===== src/rtl/grid_move_ctrl.sv =====
// Tile-locked sprite movement controller: samples a direction key, asks the
// map whether the target tile is walkable, then glides one tile per step.
module grid_move_ctrl #(
  parameter int TILE_SIZE   = 16,
  parameter int STEP_SIZE   = 1,
  parameter int START_X     = 320,
  parameter int START_Y     = 240,
  parameter int X_MAX       = 639,
  parameter int Y_MAX       = 479,
  parameter int ACK_TIMEOUT = 15
) (
  input  logic       frame_clk,
  input  logic       Reset,
  input  logic [7:0] keycode,
  input  logic       walk_ok,
  input  logic       walk_ack,
  output logic       walk_req,
  output logic [5:0] walk_tx,
  output logic [5:0] walk_ty,
  output logic [9:0] PlayerX,
  output logic [9:0] PlayerY,
  output logic [9:0] PlayerS,
  output logic [1:0] facing,
  output logic       moving,
  output logic [1:0] anim_frame,
  output logic       bump
);

  localparam int TSH   = $clog2(TILE_SIZE);
  localparam int STEPS = TILE_SIZE / STEP_SIZE;
  localparam int SCW   = $clog2(STEPS + 1);
  localparam int TCW   = $clog2(ACK_TIMEOUT + 1);

  localparam logic [SCW-1:0] LAST_STEP   = SCW'(STEPS - 1);
  localparam logic [TCW-1:0] LAST_WAIT   = TCW'(ACK_TIMEOUT - 1);
  localparam logic [10:0]    TILE11      = 11'(TILE_SIZE);
  localparam logic [10:0]    TWO_TILE_M1 = 11'(2 * TILE_SIZE - 1);
  localparam logic [10:0]    XMAX11      = 11'(X_MAX);
  localparam logic [10:0]    YMAX11      = 11'(Y_MAX);
  localparam logic [9:0]     TILE10      = 10'(TILE_SIZE);
  localparam logic [9:0]     STEP10      = 10'(STEP_SIZE);
  localparam logic [9:0]     START_X10   = 10'(START_X);
  localparam logic [9:0]     START_Y10   = 10'(START_Y);

  typedef enum logic [1:0] {
    S_IDLE  = 2'd0,
    S_QUERY = 2'd1,
    S_MOVE  = 2'd2
  } state_t;

  // {valid, facing code}: 0 down, 1 up, 2 left, 3 right
  function automatic logic [2:0] decode_key(input logic [7:0] k);
    case (k)
      8'h16:   decode_key = 3'b100;
      8'h1A:   decode_key = 3'b101;
      8'h04:   decode_key = 3'b110;
      8'h07:   decode_key = 3'b111;
      default: decode_key = 3'b000;
    endcase
  endfunction

  state_t         state_q, state_d;
  logic [9:0]     player_x_q, player_x_d;
  logic [9:0]     player_y_q, player_y_d;
  logic [1:0]     facing_q, facing_d;
  logic           moving_q, moving_d;
  logic [1:0]     anim_q, anim_d;
  logic           walk_req_q, walk_req_d;
  logic [5:0]     walk_tx_q, walk_tx_d;
  logic [5:0]     walk_ty_q, walk_ty_d;
  logic           bump_q, bump_d;
  logic [TCW-1:0] wait_q, wait_d;
  logic [SCW-1:0] step_q, step_d;

  logic [2:0]  key_s;
  logic [10:0] x11_s, y11_s, tgt_x_s, tgt_y_s;
  logic        blocked_s;

  // Next-state and next-output computation
  always_comb begin
    state_d    = state_q;
    player_x_d = player_x_q;
    player_y_d = player_y_q;
    facing_d   = facing_q;
    moving_d   = moving_q;
    anim_d     = anim_q;
    walk_req_d = walk_req_q;
    walk_tx_d  = walk_tx_q;
    walk_ty_d  = walk_ty_q;
    bump_d     = 1'b0;
    wait_d     = wait_q;
    step_d     = step_q;

    key_s     = decode_key(keycode);
    x11_s     = {1'b0, player_x_q};
    y11_s     = {1'b0, player_y_q};
    tgt_x_s   = x11_s;
    tgt_y_s   = y11_s;
    blocked_s = 1'b0;

    // Bounds are judged against the far edge of the target tile, without wrap
    case (key_s[1:0])
      2'd0: begin
        tgt_y_s   = y11_s + TILE11;
        blocked_s = (y11_s + TWO_TILE_M1) > YMAX11;
      end
      2'd1: begin
        tgt_y_s   = y11_s - TILE11;
        blocked_s = y11_s < TILE11;
      end
      2'd2: begin
        tgt_x_s   = x11_s - TILE11;
        blocked_s = x11_s < TILE11;
      end
      2'd3: begin
        tgt_x_s   = x11_s + TILE11;
        blocked_s = (x11_s + TWO_TILE_M1) > XMAX11;
      end
      default: blocked_s = 1'b1;
    endcase

    case (state_q)
      S_IDLE: begin
        moving_d = 1'b0;
        if (key_s[2]) begin
          facing_d = key_s[1:0];
          if (blocked_s) begin
            bump_d = 1'b1;
          end else begin
            state_d    = S_QUERY;
            walk_req_d = 1'b1;
            walk_tx_d  = 6'(tgt_x_s >> TSH);
            walk_ty_d  = 6'(tgt_y_s >> TSH);
            wait_d     = '0;
          end
        end else begin
          walk_req_d = 1'b0;
        end
      end

      S_QUERY: begin
        if (walk_ack) begin
          walk_req_d = 1'b0;
          if (walk_ok) begin
            state_d  = S_MOVE;
            moving_d = 1'b1;
            step_d   = '0;
          end else begin
            state_d = S_IDLE;
            bump_d  = 1'b1;
          end
        end else if (wait_q == LAST_WAIT) begin
          state_d    = S_IDLE;
          walk_req_d = 1'b0;
          bump_d     = 1'b1;
        end else begin
          wait_d = wait_q + TCW'(1);
        end
      end

      S_MOVE: begin
        case (facing_q)
          2'd0:    player_y_d = player_y_q + STEP10;
          2'd1:    player_y_d = player_y_q - STEP10;
          2'd2:    player_x_d = player_x_q - STEP10;
          2'd3:    player_x_d = player_x_q + STEP10;
          default: player_x_d = player_x_q;
        endcase
        // The final pixel update and the return to IDLE share one edge
        if (step_q == LAST_STEP) begin
          state_d  = S_IDLE;
          moving_d = 1'b0;
          anim_d   = anim_q + 2'd1;
          step_d   = '0;
        end else begin
          step_d = step_q + SCW'(1);
        end
      end

      default: begin
        state_d    = S_IDLE;
        moving_d   = 1'b0;
        walk_req_d = 1'b0;
      end
    endcase
  end

  // State and output registers with synchronous active-low reset
  always_ff @(posedge frame_clk) begin
    if (!Reset) begin
      state_q    <= S_IDLE;
      player_x_q <= START_X10;
      player_y_q <= START_Y10;
      facing_q   <= 2'd0;
      moving_q   <= 1'b0;
      anim_q     <= 2'd0;
      walk_req_q <= 1'b0;
      walk_tx_q  <= 6'd0;
      walk_ty_q  <= 6'd0;
      bump_q     <= 1'b0;
      wait_q     <= '0;
      step_q     <= '0;
    end else begin
      state_q    <= state_d;
      player_x_q <= player_x_d;
      player_y_q <= player_y_d;
      facing_q   <= facing_d;
      moving_q   <= moving_d;
      anim_q     <= anim_d;
      walk_req_q <= walk_req_d;
      walk_tx_q  <= walk_tx_d;
      walk_ty_q  <= walk_ty_d;
      bump_q     <= bump_d;
      wait_q     <= wait_d;
      step_q     <= step_d;
    end
  end

  assign PlayerX    = player_x_q;
  assign PlayerY    = player_y_q;
  assign PlayerS    = TILE10;
  assign facing     = facing_q;
  assign moving     = moving_q;
  assign anim_frame = anim_q;
  assign walk_req   = walk_req_q;
  assign walk_tx    = walk_tx_q;
  assign walk_ty    = walk_ty_q;
  assign bump       = bump_q;

endmodule

===== config.mk =====
export PLATFORM = sky130hd
export DESIGN_NAME = grid_move_ctrl
export DESIGN_NICKNAME = d
export VERILOG_FILES = /design/src/rtl/grid_move_ctrl.sv
export SDC_FILE = /design/constraint.sdc
export NUM_CORES = 1
export LEC_CHECK = 0
export CORE_MARGIN = 2
export CORE_UTILIZATION = 45
export CTS_CLUSTER_DIAMETER = 150
export DETAILED_ROUTE_END_ITERATION = 16
export PLACE_DENSITY = 0.76
export SYNTH_ARGS = -nofsm -noshare
export SYNTH_HDL_FRONTEND = slang
export SYNTH_SLANG_ARGS = --single-unit

===== constraint.sdc =====
create_clock -name frame_clk -period 5.3 [get_ports frame_clk]
set_clock_uncertainty 0.1 [all_clocks]
set_input_delay 0.53 -clock frame_clk [delete_from_list [all_inputs] [get_ports frame_clk]]
set_output_delay 0.53 -clock frame_clk [all_outputs]
set_load 0.01 [all_outputs]

==> impl_metrics.toml <==
[synthesis]
synth-seq-area-share_pct = 24.5
yosysMostFrequentCell = "dfxtp_1"
synth_warnings = 0
synth_top_area_share_pct = 24.5
synth_flop_cell = "dfxtp_1"
synth-edff-count = 0
synth_area_leaders = "dfxtp_1 24%, ha_1 8.9%, a21oi_1 5.6%"
mappedNetlistArea_um2 = 4090
async_flop_share_pct = 0
synth-seq-cells = 50
synthTopCellsByCount = "50 x dfxtp_1, 48 x nand2_1, 46 x a21oi_1"
syn_inst = 504
avgSynthCellArea_um2 = 8.12
yosysUniqueCellTypes = 74
yosysTopAreaCell = "dfxtp_1"

[critical_path]
crit_chain = "inv_1, ha_1, or3_1, and4_2, o2111ai_1, o211ai_2, a21oi_1, o221ai_1, a21oi_1"
worstPathMaxFanout = 13
rr_startpoint = "PlayerX[4]$_SDFFE_PN0P_"
critPathTopFamily = "compound AO/OA/AOI/OAI gates"
critPathMostFrequentCell = "a21oi_1"
worstSetupPathType = "register to register"
worst_setup_path_end_kind = "register"
critPathLaunch = "PlayerX[4]$_SDFFE_PN0P_"
crit_buf_inv = 1
r2r_cells = 9
crit_arrival_ps = 3460
crit_cells = 9
slowest_stage = "a21oi_1"
slowest_delay_ps = 740
cp.required_ps = 5460
cp-start-kind = "register"

[global_route]
met2_usage_pct = 32.2
use_met1_pct = 27.0
busiest_layer = "met2"
grt_pass1_wl_um = 16200
grt_max_degree = 40
grt_use_total_pct = 19.6
use_met3_pct = 3.16
grt_pass1_vias = 3434
antenna_found_initial = 0
gr-total-overflow = 0

[route]
routed_wl_um = 9740
drt_iter0_markers = 288
vias = 3749
vias_per_cell = 5.91
drt-pass1-iter-count = 5
drtAntennaViolNets = 0
drcViolationCount = 0
wl_per_cell_um = 15.4

[timing]
fin_crit_sh_pct = 62.4
setup_tns_ps = 0
tightestPinTransition_ps = 1160
max_freq_mhz = 302
rsz0062_at_grt = "no"
finalHoldViolCount = 0
setup_violations = 0
maxSlewViolCount = 0
period_needed_ps = 3310
slew_headroom_pct = 22.1

[layout]
layout.nets = 568
finish.utilization_pct = 52.1
antennaDiodeCount = 0
syn_to_final_growth_pct = 11.5
layout-drive-gt1-share_pct = 7.41
final_area_um2 = 4560

[clocking]
h-tree-depth = 2
cts_setup_buffers = 0
cts_root_buf = "clkbuf_8"
ctsResizeCount = 0
cts_buffer_depth = 2
clkLatencyLatePin_ps = 320
postCtsHoldBufs = 0
cts_buffers = 5
cts_sinks = 50
cts_tree = "done"
path_clk_slew_ps = 110

[placement]
dpl_cell_area_um2 = 4430
io_buffers = 50
finalWeightedCongestion = 0.938
dp_hpwl_um = 7010

[die]
boundaryPins = 61
chipHeight_um = 99.4
fp.dieW_um = 99.4
coreArea_um2 = 8760
die-area_um2 = 9870
row_count = 34
initial_core_util_pct = 46.7

[hold_path]
min-delay-start = "step_q[4]$_SDFFE_PN0P_"
hp-class = "register to register"
whs_path_depth = 2

[flow_run]
cap_violations = 0

[status]
status = "finished, final reports clean"

[power_and_ir_drop]
peakVddDrop_mv = 0.153
p_per_area_nw_per_um2 = 170
totalPowerFinal_uw = 777
p_leak_nw = 1.75
[worst register-to-register path, cell delays in order (launching register included)]
cell and delay, ps:
dfxtp_1 600, inv_1 170, ha_1 260, or3_1 330, and4_2 240, o2111ai_1 230
o211ai_2 140, a21oi_1 740, o221ai_1 210, a21oi_1 220
[layout by cell type (no fill, tap or decap), types with 3 or more instances in the layout]
cell type / count
conb_1: 10
nand4_1: 3
nand2b_1: 8
nor4_1: 3
a211oi_1: 5
nand4b_1: 3
inv_1: 24
a31oi_1: 10
clkdlybuf4s50_1: 50
nand3_2: 11
a21oi_1: 46
or4_1: 4
xnor2_1: 22
o21ai_0: 15
ha_1: 29
o22ai_1: 3
nor2_1: 28
and2_1: 3
nor3_1: 6
or3_1: 5
nand3b_1: 3
mux2i_1: 4
clkbuf_8: 5
o211ai_1: 16
a21o_1: 5
o21ai_1: 5
a41oi_1: 4
nor4b_1: 4
nor3b_1: 4
xor2_1: 8
dfxtp_1: 50
and3_1: 8
buf_4: 3
nor2b_1: 6
nand2_1: 48
nand3_1: 21
[path summary, 6_finish.rpt]
path	slack [ps]	endpoint
worst max-delay path	1990	walk_ty[0]$_SDFFE_PN0P_
worst min-delay path	360	step_q[4]$_SDFFE_PN0P_
worst max register to register	1990	walk_ty[0]$_SDFFE_PN0P_
worst min register to register	360	step_q[4]$_SDFFE_PN0P_
[flip-flops by register name (all words and copies together) (netlist names), 4 cells and up]
signal   count
step_q       5
PlayerX     10
wait_q       4
PlayerY     10
walk_tx      6
walk_ty      6
[cells by family (layout without fill, tap and decap cells)]
family	after synthesis	count (layout)	share of synthesized area, %
adder cells (fa/ha/maj)	31	31	9.84
multiplexers	4	4	0.978
XOR/XNOR	30	30	6.42
AND/OR/NAND/NOR	179	179	24.7
AO/OA/AOI/OAI	137	137	22.5
buffers and inverters	71	85	10.9
other	2	10	0.183
flip-flops	50	50	24.5
[per-layer routing]
metal / vias to the layer above / share of wire, % / routed length (µm)
li1: 1837 / - / -
met1: 1751 / 47 / 4590
met2: 144 / 45 / 4430
met3: 17 / 6.0 / 584
met4: 0 / 1.4 / 135
met5: - / 0 / 0
[area by class of cell]
cell class / count / area (µm²)
inverter: 24 / 90.1
clock inverter: 3 / 68.8
clock buffer: 5 / 68.8
timing repair buffer: 53 / 523
fill: 833 / 4200
tap: 108 / 135
multi-input combinational: 391 / 2680
sequential: 50 / 1000
[per-stage QoR]
stage                     setup slack [ps]  hold WS, ps  std cells
after floorplan                       2660          323        512
after global placement                1980          332        626
after detailed placement              1750          342        626
after CTS                             2030          355        634
after global routing                  1650          379        634
final                                 1990          360        634
[power breakdown]
| part | internal [mW] | total, mW | switching [mW] |
|---|---|---|---|
| combinational | 0.0240 | 0.0625 | 0.0386 |
| sequential | 0.378 | 0.382 | 0.00392 |
| clock | 0.189 | 0.333 | 0.143 |
| total | 0.591 | 0.777 | 0.186 |
(Power assumes the default switching activity.)
==> RTL edit, RTL diff (same settings) <==
`TILE_SIZE`: 16 -> 32.
--- a/src/rtl/grid_move_ctrl.sv
+++ b/src/rtl/grid_move_ctrl.sv
@@ -1,7 +1,7 @@
 // Tile-locked sprite movement controller: samples a direction key, asks the
 // map whether the target tile is walkable, then glides one tile per step.
 module grid_move_ctrl #(
-  parameter int TILE_SIZE   = 16,
+  parameter int TILE_SIZE   = 32,
   parameter int STEP_SIZE   = 1,
   parameter int START_X     = 320,
   parameter int START_Y     = 240,
Formal check against the unedited RTL: not equivalent (a bounded check fails within 4 cycles, from zero or initial values and one cycle with Reset low).
==> RTL edit against the original RTL <==
  * First-iteration DRC count fell by 5.9%
  * Synthesized area fell by 3.0%
  * Worst hold slack improved by 14 ps
  * Maximum frequency fell by 5.8%
  * Total power fell by 13%
  * Sequential share of layout area rose by 0.87 points
  * Setup slack got worse by 200 ps
  * Sequential cell count rose by 1
  * Critical path type is now input pin to flip-flop
  * Utilization fell by 0.23 points
  * Critical endpoint is now wait_q[0]
  * Wire length rose by 1.7%
  * Critical path depth fell by 1
  * Final area fell by 1.9%
==> RTL edit: results (changes against the original RTL) <==
First-pass GRT wire length: 16800 microns (+3.2%)
Worst Hold Class: flip-flop to flip-flop
DP Wirelength: 7300 microns (+4.1%)
Compound-Gate Fraction of Synth Area: 0.223 (-0.00250)
Vias in the first global route: 3583 (+4.3%)
Synth Warn #: 0 (unchanged)
Worst path slowest cell: or4bb_1
Status: finished clean
Cell area after placement: 0.00438 sq mm (-1.1%)
NetSw: 0.167 mW (-9.8%)
Post_cts resized: 0 (unchanged)
Post-Synth Adder-Cell Area: 0.101 (+0.00304)
Total track usage: 0.204 (+0.00748)
1st-iter DRT viols: 271 (-5.9%)
Most area-consuming cells after synthesis: dfxtp_1 26%, ha_1 9.1%, a21oi_1 5.3%
Maximum vdd drop: 0.117 mV (-24%)
Nets: 575 (+1.2%)
Largest net degree at the start of global routing: 29 (-28%)
Sequential area share after synthesis: 0.257 (+0.0126)
Commonest cells post-synth: 51 x dfxtp_1, 42 x a21oi_1, 40 x nor2_1, 35 x nand2_1, 32 x nand3_1
Via count: 3787 (+1.0%)
Ratio of cells with drive above 1 in the final layout: 0.0375 (-0.0366)
Leak Pwr: 1.75 nW (about the same)
R2r setup slk: 1990 ps (about the same)
Relative slew margins: 0.491 (+0.270)
CP max stage delay: 550 ps (-190 ps)
XOR/XNOR share of the synthesized area: 0.0596 (-0.00464)
RePlAce Congestion: 0.880 (-6.2%)
Routed len/inst: 15.4 microns (+0.54%)
Yosys cell types: 67 (-9.5%)
Worst path arrival time: 3650 ps (+190 ps)
CP Max Fanout: 17 (+4)
GR Util met1: 0.272 (+0.00176)
H-tree depth: 2 (unchanged)
Total inserted antenna cells: 0 (unchanged)
Multiplexer area fraction after synthesis: 0.00252 (-0.00726)
Met2 usage: 0.349 (+0.0271)
Met3 Resource Use GR: 0.0272 (-0.00442)
[RTL edit: cell types whose count changed after synthesis, sizes merged, moves of 5 or more]
cell,delta
nand2,-13
nor2,+12
nand4,+10
nor3,+7
clkbuf,+5
nand2b,+5
[RTL edit: kinds of logic (layout without fill, tap and decap cells)]
| logic type | after synthesis | count (layout) |
|---|---|---|
| muxes | 1 | 1 |
| xor gates and xnor gates | 27 | 27 |
| other | 2 | 10 |
| DFF | 51 | 51 |
| adders and majority gates | 31 | 31 |
| AOI/OAI and AO/OA | 133 | 133 |
| and+or+nand+nor | 196 | 196 |
| buffers and inverters | 73 | 84 |
[RTL edit: power by group through the flow]
stage | clock network [mW] | logic, mW | registers, mW
finish | 0.249 | 0.0400 | 0.385
global route | 0.265 | 0.0436 | 0.385
CTS | 0.252 | 0.0395 | 0.385
detailed placement | 0 | 0.0394 | 0.394
global placement | 0 | 0.0385 | 0.394
floorplan | 0 | 0.0276 | 0.394
[RTL edit: routing by layer]
metal | wire (microns) | part of all wire
met2 | 4690 | 0.47
met1 | 4660 | 0.47
met4 | 127 | 0.013
met3 | 428 | 0.043
met5 | 0 | 0
[RTL edit: worst paths after layout]
path,from,endpoint,depth (start not counted)
min reg2reg,walk_ty[5],walk_ty[5],2
min,walk_ty[5],walk_ty[5],2
max reg2reg,PlayerY[0],walk_ty[1],9
max,keycode[2],wait_q[0],8
[RTL edit: through the flow]
stage          setup slack, ps  utilization  hold slack, ps  power [mW]  std cells
2_1_floorplan             2340            -             333       0.421        522
3_3_place_gp              1610        0.507             356       0.433        633
3_5_place_dp              1480        0.507             361       0.434        633
4_1_cts                   1810        0.519             375       0.676        641
5_1_grt                   1610        0.519             394       0.694        641
6_report                  1790        0.519             374       0.674        641
[RTL edit: critical path: cells and delay by family]
| family | cells | cell delay [ps] |
|---|---|---|
| and+or+nand+nor | 4 | 1590 |
| AOI/OAI and AO/OA | 3 | 990 |
| buffers and inverters | 1 | 520 |
[RTL edit: layout make-up]
class / instances / area [sq um]
fill: 837 / 4160
timing repair buffer: 53 / 523
sequential: 51 / 1020
tap: 108 / 135
inverter: 23 / 86.3
clock buffer: 6 / 82.6
multi-input combinational: 398 / 2610
clock inverter: 2 / 16.3
